### src/rtl/mod_147_11_sync_pkg.sv
// Shared encodings for the mod_147_11_sync link-status FSM: states, rx_cmd codes, status values.
package mod_147_11_sync_pkg;

    localparam logic [2:0] ST_INACTIVE   = 3'b000;
    localparam logic [2:0] ST_COUNT_DOWN = 3'b001;
    localparam logic [2:0] ST_COUNT_UP   = 3'b010;
    localparam logic [2:0] ST_HOLD_OFF   = 3'b011;
    localparam logic [2:0] ST_ACTIVE     = 3'b100;
    localparam logic [2:0] ST_HOLD_ON    = 3'b101;

    localparam logic [1:0] CMD_BEACON    = 2'b00;
    localparam logic [1:0] CMD_COMMIT    = 2'b01;
    localparam logic [1:0] CMD_HEARTBEAT = 2'b10;
    localparam logic [1:0] CMD_NONE      = 2'b11;

    localparam logic PCS_OK     = 1'b1;
    localparam logic PCS_NOT_OK = 1'b0;

endpackage

### src/rtl/link_hold_tmr.sv
// Link-hold timer: restart zeroes the count; done rises hold_ticks cycles later (0 acts as 1)
// and stays high until the next restart.
module link_hold_tmr #(
    parameter int TMR_W = 16
) (
    input  logic             clk,
    input  logic             rst,
    input  logic             restart,
    input  logic [TMR_W-1:0] hold_ticks,
    output logic             done
);

    localparam logic [TMR_W-1:0] ONE = {{(TMR_W-1){1'b0}}, 1'b1};

    logic [TMR_W-1:0] cnt_q, cnt_d, limit;
    logic             done_q, done_d;

    always_comb begin
        limit  = (hold_ticks == '0) ? '0 : hold_ticks - ONE;
        cnt_d  = cnt_q;
        done_d = done_q;
        if (restart) begin
            cnt_d  = '0;
            done_d = 1'b0;
        end else begin
            // Count saturates so a long idle period can never re-arm the flag.
            if (cnt_q != '1) cnt_d = cnt_q + ONE;
            if (cnt_q >= limit) done_d = 1'b1;
        end
    end

    always_ff @(posedge clk) begin
        if (rst) begin
            cnt_q  <= '0;
            done_q <= 1'b0;
        end else begin
            cnt_q  <= cnt_d;
            done_q <= done_d;
        end
    end

    assign done = done_q;

endmodule

### src/rtl/mod_147_11_sync.sv
// Heartbeat-driven PCS link-status FSM with link-hold timer and status-change pulse.
// Optional macro PCS_STATUS_STATS_EN enables the link_up_cnt/link_down_cnt statistics.
module mod_147_11_sync
    import mod_147_11_sync_pkg::*;
#(
    parameter int CNT_W = 8,
    parameter int TMR_W = 16
) (
    input  logic             clk,
    input  logic             pcs_reset,
    input  logic             mr_autoneg_enable,
    input  logic             an_link_good,
    input  logic             multidrop,
    input  logic [1:0]       rx_cmd,
    input  logic             RX_DV,
    input  logic             CRS,
    input  logic [CNT_W-1:0] ACTIVE_CNT,
    input  logic [CNT_W-1:0] INACTIVE_CNT,
    input  logic [TMR_W-1:0] hold_ticks,
    output logic [2:0]       mod_147_11_state,
    output logic             pcs_status,
    output logic [CNT_W-1:0] cnt_h,
    output logic [CNT_W-1:0] cnt_l,
    output logic             link_hold_timer_done,
    output logic             status_chg,
    output logic [15:0]      link_up_cnt,
    output logic [15:0]      link_down_cnt
);

    localparam logic [CNT_W-1:0] CNT_ONE = {{(CNT_W-1){1'b0}}, 1'b1};

    logic [2:0]       state_q, state_d;
    logic             status_q, status_d, status_prev_q, status_chg_q;
    logic [CNT_W-1:0] cnt_h_q, cnt_h_d, cnt_l_q, cnt_l_d;
    logic             force_in, hb, rx_quiet, entering, tmr_restart, tmr_done;

    function automatic logic [CNT_W-1:0] sat_inc(input logic [CNT_W-1:0] v);
        return (v == '1) ? v : v + CNT_ONE;
    endfunction

    always_comb begin
        force_in = pcs_reset | ~mr_autoneg_enable | ~an_link_good | multidrop;
        hb       = (rx_cmd == CMD_HEARTBEAT) | RX_DV;
        rx_quiet = (rx_cmd == CMD_NONE) & ~RX_DV;
        state_d  = state_q;
        case (state_q)
            ST_INACTIVE:   if (hb) state_d = ST_COUNT_UP;
            ST_COUNT_UP: begin
                if (cnt_h_q >= ACTIVE_CNT)  state_d = ST_ACTIVE;
                else if (rx_quiet & ~CRS)   state_d = ST_HOLD_OFF;
            end
            ST_HOLD_OFF: begin
                if (hb)                          state_d = ST_COUNT_UP;
                else if (tmr_done & rx_quiet)    state_d = ST_INACTIVE;
            end
            ST_ACTIVE: begin
                if (hb)            state_d = ST_HOLD_ON;
                else if (tmr_done) state_d = ST_COUNT_DOWN;
            end
            ST_HOLD_ON:    if (rx_quiet) state_d = ST_ACTIVE;
            ST_COUNT_DOWN: state_d = (cnt_l_q >= INACTIVE_CNT) ? ST_INACTIVE : ST_ACTIVE;
            default:       state_d = ST_INACTIVE;
        endcase
        if (force_in) state_d = ST_INACTIVE;
    end

    // Entry actions fire on the edge that enters a state; INACTIVE re-applies its clears every cycle.
    always_comb begin
        entering    = (state_d != state_q);
        status_d    = status_q;
        cnt_h_d     = cnt_h_q;
        cnt_l_d     = cnt_l_q;
        tmr_restart = 1'b0;
        if (state_d == ST_INACTIVE) begin
            status_d = PCS_NOT_OK;
            cnt_h_d  = '0;
            cnt_l_d  = '0;
        end else if (entering) begin
            case (state_d)
                ST_COUNT_UP: begin
                    cnt_h_d     = sat_inc(cnt_h_q);
                    tmr_restart = 1'b1;
                end
                ST_ACTIVE: begin
                    status_d    = PCS_OK;
                    tmr_restart = 1'b1;
                end
                ST_HOLD_ON:    cnt_l_d = '0;
                ST_COUNT_DOWN: cnt_l_d = sat_inc(cnt_l_q);
                default: ;
            endcase
        end
    end

    always_ff @(posedge clk) begin
        if (pcs_reset) begin
            state_q       <= ST_INACTIVE;
            status_q      <= PCS_NOT_OK;
            status_prev_q <= PCS_NOT_OK;
            status_chg_q  <= 1'b0;
            cnt_h_q       <= '0;
            cnt_l_q       <= '0;
        end else begin
            state_q       <= state_d;
            status_q      <= status_d;
            status_prev_q <= status_q;
            status_chg_q  <= status_q ^ status_prev_q;
            cnt_h_q       <= cnt_h_d;
            cnt_l_q       <= cnt_l_d;
        end
    end

    link_hold_tmr #(.TMR_W(TMR_W)) u_tmr (
        .clk        (clk),
        .rst        (pcs_reset),
        .restart    (tmr_restart),
        .hold_ticks (hold_ticks),
        .done       (tmr_done)
    );

`ifdef PCS_STATUS_STATS_EN
    logic [15:0] up_q, down_q;

    // Transitions are counted alongside the status_chg pulse, so a reset never counts as a drop.
    always_ff @(posedge clk) begin
        if (pcs_reset) begin
            up_q   <= '0;
            down_q <= '0;
        end else begin
            if (status_q & ~status_prev_q & (up_q != 16'hFFFF))   up_q   <= up_q + 16'd1;
            if (~status_q & status_prev_q & (down_q != 16'hFFFF)) down_q <= down_q + 16'd1;
        end
    end

    assign link_up_cnt   = up_q;
    assign link_down_cnt = down_q;
`else
    assign link_up_cnt   = '0;
    assign link_down_cnt = '0;
`endif

    assign mod_147_11_state     = state_q;
    assign pcs_status           = status_q;
    assign cnt_h                = cnt_h_q;
    assign cnt_l                = cnt_l_q;
    assign link_hold_timer_done = tmr_done;
    assign status_chg           = status_chg_q;

endmodule

### config.mk
export PLATFORM = sky130hd
export DESIGN_NAME = mod_147_11_sync
export DESIGN_NICKNAME = d
export VERILOG_FILES = /design/src/rtl/mod_147_11_sync_pkg.sv /design/src/rtl/link_hold_tmr.sv /design/src/rtl/mod_147_11_sync.sv
export SDC_FILE = /design/constraint.sdc
export NUM_CORES = 1
export LEC_CHECK = 0
export CAP_MARGIN = 20
export CORE_ASPECT_RATIO = 1.4
export CORE_MARGIN = 2
export CORE_UTILIZATION = 30
export CTS_CLUSTER_DIAMETER = 60
export DETAILED_ROUTE_END_ITERATION = 12
export GPL_ROUTABILITY_DRIVEN = 0
export HOLD_SLACK_MARGIN = 0.06
export PLACE_DENSITY_LB_ADDON = 0.12
export REMOVE_ABC_BUFFERS = 1
export SETUP_SLACK_MARGIN = 0.05
export SYNTH_ARGS = -nofsm -noshare
export SYNTH_HDL_FRONTEND = slang
export SYNTH_SLANG_ARGS = --single-unit
### constraint.sdc
create_clock -name clk -period 4.2 [get_ports clk]
set_clock_uncertainty 0.2 [all_clocks]
set_input_delay 0.63 -clock clk [delete_from_list [all_inputs] [get_ports clk]]
set_output_delay 0.63 -clock clk [all_outputs]
set_load 0.01 [all_outputs]
==> results of run 1 <==
[final timing paths]
| check | depth (start not counted) | from | slack, ns | endpoint |
|---|---|---|---|---|
| max | 14 | hold_ticks[5] | 0.30 | u_tmr.done |
| min reg2reg | 2 | status_prev_q | 0.30 | status_chg |
| min | 2 | status_prev_q | 0.30 | status_chg |
| max reg2reg | 9 | cnt_h[0] | 1.02 | u_tmr.cnt_q[13] |
[logic make-up after synthesis]
logic type / after synthesis
AO/OA/AOI/OAI: 92
XOR/XNOR: 21
adder cells (fa/ha/maj): 36
buffers and inverters: 70
flip-flops: 39
multiplexers: 8
other: 1
AND/OR/NAND/NOR: 181
[stage by stage]
step / TNS (ns) / hold WS, ns / setup WS, ns / cells / cell area (um2)
after CTS: 0 / 0.290 / 0.279 / 676 / 4630
after global routing: 0 / 0.339 / 0.0759 / 676 / 4630
after detailed placement: -0.0218 / 0.277 / -0.0218 / 668 / 4460
after global placement: 0 / 0.283 / 0.0447 / 668 / 4460
after floorplan: 0 / 0.254 / 0.351 / 438 / 3510
final: 0 / 0.296 / 0.301 / 676 / 4630
[power by group]
part | switching (mW) | internal [mW] | leakage (nW)
sequential | 0.00389 | 0.373 | 0.315
clock | 0.157 | 0.280 | 0.0838
combinational | 0.0770 | 0.0735 | 1.46
[layer usage]
metal	global-route usage (%)	routed length [um]	vias to the layer above
met5	0	0	-
met3	2.84	316	8
met4	3.01	111	0
li1	-	-	1702
met1	14.5	3660	1543
met2	29.0	5390	54
[synth_stat cells (4+ instances only)]
master	number	area share, %
nand2_1	44	4.5
dfxtp_1	39	21
ha_1	36	12
buf_4	33	6.7
inv_1	29	2.9
nor2_1	21	2.1
a21oi_1	19	2.6
xor2_1	15	3.6
nand3_1	14	1.9
nand4_1	14	2.4
a21o_1	12	2.4
o21ai_0	12	1.6
nand2b_1	10	1.7
nor2_4	10	3.0
nor3_1	10	1.4
or3_1	9	1.5
mux2i_1	8	2.2
o211ai_1	7	1.4
o21ai_1	7	0.95
nor2b_1	6	1.0
or4_1	6	1.2
xnor2_1	6	1.4
and3_1	5	0.85
nor4_1	5	0.85
and2_1	4	0.68
[sequential cells by signal, summed over array words and instances (netlist names)]
signal / flops
u_tmr.done: 1
cnt_h: 8
pcs_status: 1
u_tmr.cnt_q: 16
status_prev_q: 1
cnt_l: 8
status_chg: 1
mod_147_11_state: 3
[area by class of cell]
type                    instances  area (um2)  share of cell area (%)
clock buffers                   5         125                    2.70
clock inverters                 3        43.8                   0.947
inverters                      29         109                    2.35
multi-input cells             370        2620                    56.7
flip-flops and latches         39         781                    16.9
well taps                     150         188                    4.06
repair buffers                 80         756                    16.3
[placed cells by master, fill, tap and decap left out, types with 12 or more instances in the layout]
cell type        instances
xor2_1                  15
conb_1                  32
nand3_1                 14
dfxtp_1                 39
a21oi_1                 19
nor2_1                  21
inv_1                   29
buf_4                   18
nand4_1                 14
nand2_1                 44
ha_1                    36
clkdlybuf4s50_1         62
o21ai_0                 12
a21o_1                  12
[worst max-delay path, delay by kind of cell]
kind            cells  cell delay (ns)
xor+xnor            1             0.15
simple gates        5             1.23
fa+ha+maj           1             0.29
buf+inv             1             0.42
compound gates      6             1.13
==> impl_metrics.env, run 1 <==
export IMPL_drc=0
export IMPL_dieHeight_um=135
export IMPL_synth_compound_area_share_pct=19.5
export IMPL_syn_area_per_cell_um2=8.24
export IMPL_coreArea_um2=12200
export IMPL_period_needed_ns=3.90
export IMPL_numCtsBuffers=5
export IMPL_hold_class="reg2reg"
export IMPL_worstSkewPairLatency_ns=0.28
export IMPL_synth_area_mux_share_pct=2.17
export IMPL_io_buffer_count=62
export IMPL_firstDrtPassIters=4
export IMPL_crit_fanout=4
export IMPL_finalCritPeriodShare_pct=92.8
export IMPL_path_common_cell="a21o_1"
export IMPL_rsz0062_at_grt="false"
export IMPL_outcome="complete, no violations"
export IMPL_syn_to_final_growth_pct=25.2
export IMPL_cts_sinks=39
export IMPL_ys_seq_area_share_pct=21.1
export IMPL_ys_seq_elements=39
export IMPL_p_per_area_nw_per_um2=208
export IMPL_grt_first_pass_wirelength_um=15300
export IMPL_grt_pass1_vias=3180
export IMPL_final_util_pct=37.9
export IMPL_grt_start_max_net_pins=18
export IMPL_synth_xor_area_share_pct=4.98
export IMPL_slew_headroom_pct=56.5
export IMPL_cp_data_arrival_time_ns=3.86
export IMPL_syn_area_um2=3690
export IMPL_worst_setup_path_end_kind="flip-flop"
export IMPL_path_clk_slew_ns=0.06
export IMPL_synthCells=448
export IMPL_yosysUniqueCellTypes=69
export IMPL_cp_slowest_stage_delay_ns=0.59
export IMPL_p_total_mw=0.964
export IMPL_path_cells="clkdlybuf4s50_1 -> or4_1 -> or3_1 -> nor2_1 -> xor2_1 -> nand2_1 -> ha_1 -> a21o_1 -> a21o_1 -> a21o_1 -> a21oi_1 -> nor2_1 -> a2111oi_0 -> a21oi_1"
export IMPL_cts_resized_gates=0
export IMPL_grt_antenna_before_repair=0
export IMPL_synth_top_family_by_area="simple AND/OR/NAND/NOR gates"
export IMPL_cts_root_buffer="clkbuf_16"
export IMPL_tightest_slew_ns=0.647
export IMPL_yosysWarnings=0
export IMPL_h_tree_depth=2
export IMPL_fin_nets=602
export IMPL_ioPinCount=95
export IMPL_startpoint_type="input pin"
export IMPL_wl_um=9470
export IMPL_leakage_nw=1.86
export IMPL_cts_hold_buffers=0
export IMPL_cts_max_path_buffers=2
export IMPL_fmax_mhz=256
export IMPL_ir_drop_uv=189
export IMPL_dieArea_um2=13200
export IMPL_slew_violations=0
export IMPL_cts_tree="built"
export IMPL_cpMaxStageDelayCell="or4_1"
export IMPL_vias_per_cell=4.89
export IMPL_synth_fa_ha_area_share_pct=12.2
export IMPL_drive_gt1_share_pct=11.4
export IMPL_post_cts_buffers=0
export IMPL_synth_edff_count=0
export IMPL_n_antenna_cell=0
export IMPL_hold_viol_final=0
export IMPL_synthFlopType="dfxtp_1"
export IMPL_synth_simple_area_share_pct=28.9
export IMPL_setup_violations=0
export IMPL_async_flop_share_pct=0
export IMPL_crit_type="in2reg"
export IMPL_placementRows=48
export IMPL_critPathRequiredTime_ns=4.16
export IMPL_drt_initial_drc_count=82
export IMPL_maxCapViolations=0
export IMPL_grtUsageTotal_pct=14.1
export IMPL_dpl_hpwl_um=7850
export IMPL_wire_per_inst_um=14.0
export IMPL_num_fill_cells=1296
export IMPL_drtAntennaViolNets=0
export IMPL_initial_core_util_pct=30.3
export IMPL_grt_overflow=0
export IMPL_die_x_um=97.8
export IMPL_vias=3307
No activity file was read; power rests on OpenSTA's default activity.
==> run 2, diff against run 1 <==
ABC_CLOCK_PERIOD_IN_PS = 4200   (was not set)
==> results of run 2 <==
No change in the layout: final DEF, timing and power equal those of run 1.
==> run 3, diff against run 2 <==
CORE_UTILIZATION = 35   (was 30)
==> impl_metrics.env, run 3 (same netlist as run 1, synthesis figures left out) <==
export IMPL_rsz0062_at_grt="false"
export IMPL_die_x_um=90.8
export IMPL_cts_resized_gates=0
export IMPL_switching_share_pct=25.3
export IMPL_post_dp_cell_area_um2=4400
export IMPL_leakage_nw=1.82
export IMPL_combPwrFrac_pct=16.7
export IMPL_hold_start="status_prev_q"
export IMPL_top_register="u_tmr.cnt_q"
export IMPL_n_antenna_cell=0
export IMPL_wire_per_inst_um=13.4
export IMPL_final_util_pct=43.9
export IMPL_cts_tree="built"
export IMPL_coreArea_um2=10300
export IMPL_reg2reg_depth=9
export IMPL_startpoint_type="input pin"
export IMPL_grt_overflow=0
export IMPL_drt_initial_drc_count=90
export IMPL_dpl_hpwl_um=7210
export IMPL_cts_sinks=39
export IMPL_pwr_share_seq_pct=42.4
export IMPL_maxCapViolations=0
export IMPL_tightest_slew_ns=0.712
export IMPL_fmax_mhz=258
export IMPL_ff2ff_setup_slack_ns=0.97
export IMPL_post_cts_buffers=0
export IMPL_drive_gt1_share_pct=10.2
export IMPL_placementRows=44
export IMPL_p_per_area_nw_per_um2=196
export IMPL_vias_per_cell=4.96
export IMPL_cellInternalPower_mw=0.664
export IMPL_r2r_start="cnt_h[0]"
export IMPL_p_clk_share_pct=41.0
export IMPL_design_area_um2=4540
export IMPL_finalCritPeriodShare_pct=92.5
export IMPL_drtAntennaViolNets=0
export IMPL_critPathRequiredTime_ns=4.15
export IMPL_grt_antenna_before_repair=0
export IMPL_drc=0
export IMPL_fin_ws_ns=0.317
export IMPL_reg2reg_to="u_tmr.cnt_q[13]"
export IMPL_setup_violations=0
export IMPL_final_common_cell="clkdlybuf4s50_1"
export IMPL_hold_viol_final=0
export IMPL_cts_root_buffer="clkbuf_16"
export IMPL_hold_class="reg2reg"
export IMPL_wl_um=8830
export IMPL_cts_max_path_buffers=2
export IMPL_slew_violations=0
export IMPL_slew_headroom_pct=52.1
export IMPL_grtUsageTotal_pct=15.6
export IMPL_cp_data_arrival_time_ns=3.84
export IMPL_p_sw_mw=0.225
export IMPL_numCtsBuffers=5
export IMPL_grt_pass1_vias=3138
export IMPL_fin_nets=597
export IMPL_worst_setup_path_end_kind="flip-flop"
export IMPL_outcome="complete, no violations"
export IMPL_dieHeight_um=126
export IMPL_grt_start_max_net_pins=18
export IMPL_ir_drop_uv=139
export IMPL_cts_hold_buffers=0
export IMPL_h_tree_depth=2
export IMPL_vias=3266
export IMPL_path_clk_slew_ns=0.06
export IMPL_dieArea_um2=11400
export IMPL_ioPinCount=95
export IMPL_initial_core_util_pct=35.7
export IMPL_dpl_worst_slack_ns=0.0138
export IMPL_worstSkewPairLatency_ns=0.28
export IMPL_crit_type="in2reg"
export IMPL_period_needed_ns=3.88
export IMPL_syn_to_final_growth_pct=23.0
export IMPL_p_total_mw=0.889
export IMPL_tns_ns=0
export IMPL_firstDrtPassIters=4
export IMPL_io_buffer_count=62
export IMPL_crit_fanout=4
export IMPL_largest_reg_flops=16
export IMPL_hold_depth=2
export IMPL_mostFrequentLayoutCells="clkdlybuf4s50_1, nand2_1, dfxtp_1"
export IMPL_hold_end="status_chg"
export IMPL_grt_first_pass_wirelength_um=14700
run 3: critical path: stages:
cell,delay (ns)
clkdlybuf4s50_1,0.41
or4_1,0.59
or3_1,0.39
nor2_1,0.12
xor2_1,0.15
nand2_1,0.07
ha_1,0.28
a21o_1,0.18
a21o_1,0.17
a21o_1,0.16
a21oi_1,0.15
nor2_1,0.05
a2111oi_0,0.36
a21oi_1,0.10
run 3: per-stage QoR:
stage | hold slack [ns] | instances
after CTS | 0.293 | 659
after detailed placement | 0.281 | 651
after global routing | 0.308 | 659
final | 0.282 | 659
after floorplan | 0.254 | 438
after global placement | 0.267 | 651
run 3: area by class of cell:
| type | count | area (um2) |
|---|---|---|
| fill | 1055 | 5810 |
| tap | 138 | 173 |
| sequential | 39 | 781 |
| multi-input combinational | 370 | 2620 |
| inverter | 29 | 109 |
| timing repair buffer | 75 | 718 |
| clock buffer | 7 | 133 |
| clock inverter | 1 | 5.00 |
run 3: worst max-delay path by stage:
stage	cells past startpoint	from	endpoint	slack (ns)
2_1_floorplan	13	hold_ticks[5]	u_tmr.done	0.35
3_3_place_gp	14	hold_ticks[5]	u_tmr.done	0.04
3_5_place_dp	14	hold_ticks[5]	u_tmr.done	0.01
4_1_cts	14	hold_ticks[5]	u_tmr.done	0.29
5_1_grt	14	hold_ticks[5]	u_tmr.done	0.10
6_report	14	hold_ticks[5]	u_tmr.done	0.32
run 3: layer usage:
layer / GRT usage [%] / share of wire, % / wire length [um]
met1: 19.5 / 46 / 4030
met2: 28.0 / 51 / 4500
met3: 2.59 / 2.7 / 238
met4: 3.30 / 0.71 / 63
met5: 0 / 0 / 0
run 3: power by group through the flow:
stage	sequential, mW	combinational [mW]	clock, mW
after floorplan	0.384	0.0805	0
after global placement	0.385	0.147	0
after detailed placement	0.385	0.149	0
after CTS	0.377	0.149	0.375
after global routing	0.377	0.165	0.388
final	0.377	0.148	0.364
==> variant 1, RTL diff (flow settings as in run 3) <==
Build with the macro `PCS_STATUS_STATS_EN` defined.
--- a/src/rtl/mod_147_11_sync.sv
+++ b/src/rtl/mod_147_11_sync.sv
@@ -1,5 +1,7 @@
 // Heartbeat-driven PCS link-status FSM with link-hold timer and status-change pulse.
 // Optional macro PCS_STATUS_STATS_EN enables the link_up_cnt/link_down_cnt statistics.
+`define PCS_STATUS_STATS_EN
+
 module mod_147_11_sync
     import mod_147_11_sync_pkg::*;
 #(
Function: changed (Yosys sat finds a counterexample within 4 cycles, from zero or initial values and one cycle with pcs_reset high).
==> variant 1 against run 3 <==
Design area up 28%. Utilization up 3.3 points. Synthesized area up 20%. Power is 68% higher. Combinational power is 15% lower. Sequential power grew 81%. Worst setup slack gained 320 ps. Wire length increased by 26%. Synthesized cell count up 26%. Sequential cell count grew 32. Largest cell class unchanged. Largest power group is now clock.
==> variant 1: results (changes against run 3) <==
synth_compound_area_share_pct: 14.9  # was 19.5%
p_int_w: 0.00114  # was 0.000664 W
clkbuf_count: 9  # was 7
port_buffers: 94  # was 62
crit_end: "cnt_h[4]"  # was u_tmr.done
max_stage_delay_ps: 500  # was 590 ps
outcome: "complete, no violations"  # unchanged
clock_latency_ps: 340  # was 280 ps
leakagePower_nw: 2.29  # was 1.82 nW
drt-initial-drc-count: 122  # was 90
synthTopCellsByCount: "nor2_1, dfxtp_1, nand2_1, ha_1, nand3_1"  # was nand2_1, dfxtp_1, ha_1, buf_4, inv_1
dpl.hpwl_mm: 8.70  # was 7.21 mm
vdd_drop_max_mv: 0.155  # was 0.139 mV
path_buf_inv: 2  # was 1
nets: 745  # was 597
fillers: 1260  # was 1055
hold_start: "link_down_cnt[13]"  # was status_prev_q
route.vias.total: 4256  # was 3266
synthXorXnorAreaFrac_pct: 9.64  # was 4.98%
finalCriticalPeriod_ps: 3560  # was 3880 ps
yosys-top-cells-area: "dfxtp_1, ha_1, xor2_1"  # was dfxtp_1, ha_1, buf_4
grt_pass1_wl_mm: 18.2  # was 14.7 mm
whs_ps: 305  # was 282 ps
firstDrtPassIters: 5  # was 4
multi_input_cells: 448  # was 370
grt_max_degree: 36  # was 18
sh_seq_area_pct: 24.4  # was 17.2%
worstSetupStartpoint: "ACTIVE_CNT[7]"  # was hold_ticks[5]
slowest_stage: "or4b_1"  # was or4_1
clk_share_pct: 4.53  # was 3.03%
worst_slew_pin_slew_ps: 635  # was 712 ps
## variant 1: cell count changes after synthesis, moves of 18 or more
cell     delta
xor2_1     +18
buf_4      -33
dfxtp_1    +32
nor2_1     +55
nand3_1    +21
o21ai_0    +18
## variant 1: metal layers
| layer | GRT usage (%) | wire [µm] | vias to the layer above |
|---|---|---|---|
| met4 | 6.24 | 184 | 0 |
| met1 | 18.5 | 4550 | 1969 |
| met5 | 0 | 0 | - |
| met2 | 30.9 | 5890 | 84 |
| li1 | - | - | 2193 |
| met3 | 3.15 | 474 | 10 |
## variant 1: metrics by stage
stage / cell area (µm²) / utilization [%] / power [W] / instances
floorplan: 4390 / - / 0.000754 / 553
global placement: 5570 / 45.0 / 0.000821 / 803
detailed placement: 5570 / 45.0 / 0.000825 / 803
CTS: 5830 / 47.1 / 0.00152 / 818
global route: 5830 / 47.1 / 0.00156 / 818
finish: 5830 / 47.1 / 0.00149 / 818
==> variant 2, RTL diff (flow settings as in run 3) <==
Made on the original files. Register the output `status_chg` once more, cleared by the reset; this adds one clock of latency there. The other outputs are not delayed to match.
--- a/src/rtl/mod_147_11_sync.sv
+++ b/src/rtl/mod_147_11_sync.sv
@@ -144,7 +144,13 @@
     assign cnt_h                = cnt_h_q;
     assign cnt_l                = cnt_l_q;
     assign link_hold_timer_done = tmr_done;
-    assign status_chg           = status_chg_q;
+    always_ff @(posedge clk) begin
+        if (pcs_reset) begin
+            status_chg <= '0;
+        end else begin
+            status_chg <= status_chg_q;
+        end
+    end
 
 endmodule
 
Formal check against the unedited RTL: not equivalent (Yosys sat finds a counterexample within 4 cycles, from zero or initial values and one cycle with pcs_reset high).
==> variant 2 against run 3 <==
Worst setup slack gained 130 ps. Clock power grew 9.6%. Via count shrank 11%. Synthesized area shrank 8.1%. First-iteration DRC count shrank 34%. Design area shrank 8.7%. Non-clock buffer count shrank 10. Wire length shrank 16%. Critical path type unchanged. Hold slack lost 41 ps. Sequential power grew 3%. Synthesized cell count shrank 5.6%. Power grew 2.9%. Sequential cell count grew 1.
==> variant 2: results (changes against run 3) <==
outcome: "complete, no violations"  # unchanged
yosys-top-cells-area: "dfxtp_1, ha_1, buf_4"  # unchanged
drive_gt1_share_pct: 5.57  # was 10.2%
grt_use_met2_pct: 26.4  # was 28.0%
dpl.hpwl_mm: 6.01  # was 7.21 mm
nets: 562  # was 597
yosysSeqAreaShare_pct: 23.6  # was 21.1%
cp.arrival_ps: 3700  # was 3840 ps
crit_end: "u_tmr.done"  # unchanged
dpl_cell_area_mm2: 0.00400  # was 0.00440 mm²
cp_max_fo: 3  # was 4
vdd_drop_max_mv: 0.124  # was 0.139 mV
routed_wl_mm: 7.42  # was 8.83 mm
gr-usage-met1_pct: 16.5  # was 19.5%
synthDistinctLibCells: 54  # was 69
grt_pass1_vias: 2713  # was 3138
regToRegEndpoint: "u_tmr.cnt_q[2]"  # was u_tmr.cnt_q[13]
max_slew_margin_pct: 57.8  # was 52.1%
r2r_slack_ps: 1250  # was 970 ps
track_usage_pct: 14.5  # was 15.6%
leakagePower_nw: 1.79  # was 1.82 nW
grt_pass1_wl_mm: 12.4  # was 14.7 mm
route.vias.total: 2915  # was 3266
timing.rr.start: "cnt_l[0]"  # was cnt_h[0]
wire_per_inst_um: 12.5  # was 13.4 µm
drt-initial-drc-count: 59  # was 90
grt_use_met3_pct: 2.12  # was 2.59%
variant 2: changes by cell type after synthesis, moves of 5 or more:
| cell | delta |
|---|---|
| a21oi_1 | -8 |
| a32o_1 | +6 |
| nand2_1 | -8 |
| nand2b_1 | +9 |
| nand4_1 | -8 |
| nor2_1 | +25 |
| nor2_4 | -10 |
| o211ai_1 | -6 |
| o21ai_1 | -5 |
| xnor2_1 | +10 |
variant 2: worst max-delay path: cells and delay by family:
family	cells	cell delay [ps]
buffers and inverters	1	450
AO/OA/AOI/OAI	5	800
adder cells (fa/ha/maj)	1	250
AND/OR/NAND/NOR	7	1570
variant 2: final cells by class:
class                   count  area [µm²]
inverters                  28         105
clock buffers               7         153
well taps                 110         138
multi-input cells         345        2310
fillers                   980        5310
repair buffers             65         643
flip-flops and latches     40         801
variant 2: metrics by stage:
step	total power, W	worst slack [ps]	utilization [%]
6_report	0.000915	443	43.8
5_1_grt	0.000961	266	43.8
4_1_cts	0.000927	426	43.8
3_5_place_dp	0.000526	131	42.2
3_3_place_gp	0.000524	188	42.2
2_1_floorplan	0.000464	424	-
variant 2: worst min-delay path by stage:
stage	depth (start not counted)	from	slack [ps]	to
after detailed placement	1	status_chg_q	240	status_chg
after CTS	1	status_chg_q	250	status_chg
after global placement	1	status_chg_q	230	status_chg
after floorplan	1	status_chg_q	210	status_chg
after global routing	1	status_chg_q	280	status_chg
final	1	status_chg_q	240	status_chg
variant 2: cell families (layout without fill, tap and decap cells):
group / Yosys count / in the layout / share of synthesized area [%]
other: 1 / 32 / 0.111
multiplexers: 6 / 6 / 1.77
buffers and inverters: 69 / 100 / 11.8
AND/OR/NAND/NOR: 177 / 177 / 27.7
flip-flops: 40 / 40 / 23.6
adder cells (fa/ha/maj): 36 / 36 / 13.3
AO/OA/AOI/OAI: 65 / 65 / 14.3
XOR/XNOR: 29 / 29 / 7.49
variant 2: power breakdown:
part	internal, W	switching [W]	leakage (nW)
Combinational	0.0000657	0.0000626	1.40
Clock	0.000249	0.000149	0.0760
Sequential	0.000383	0.00000510	0.323
variant 2: routing by layer:
layer  vias up  share of wire, %
met5         -                 0
met4         0               1.9
met3         9               3.7
met2        64                52
met1      1311                43
li1       1531                 -
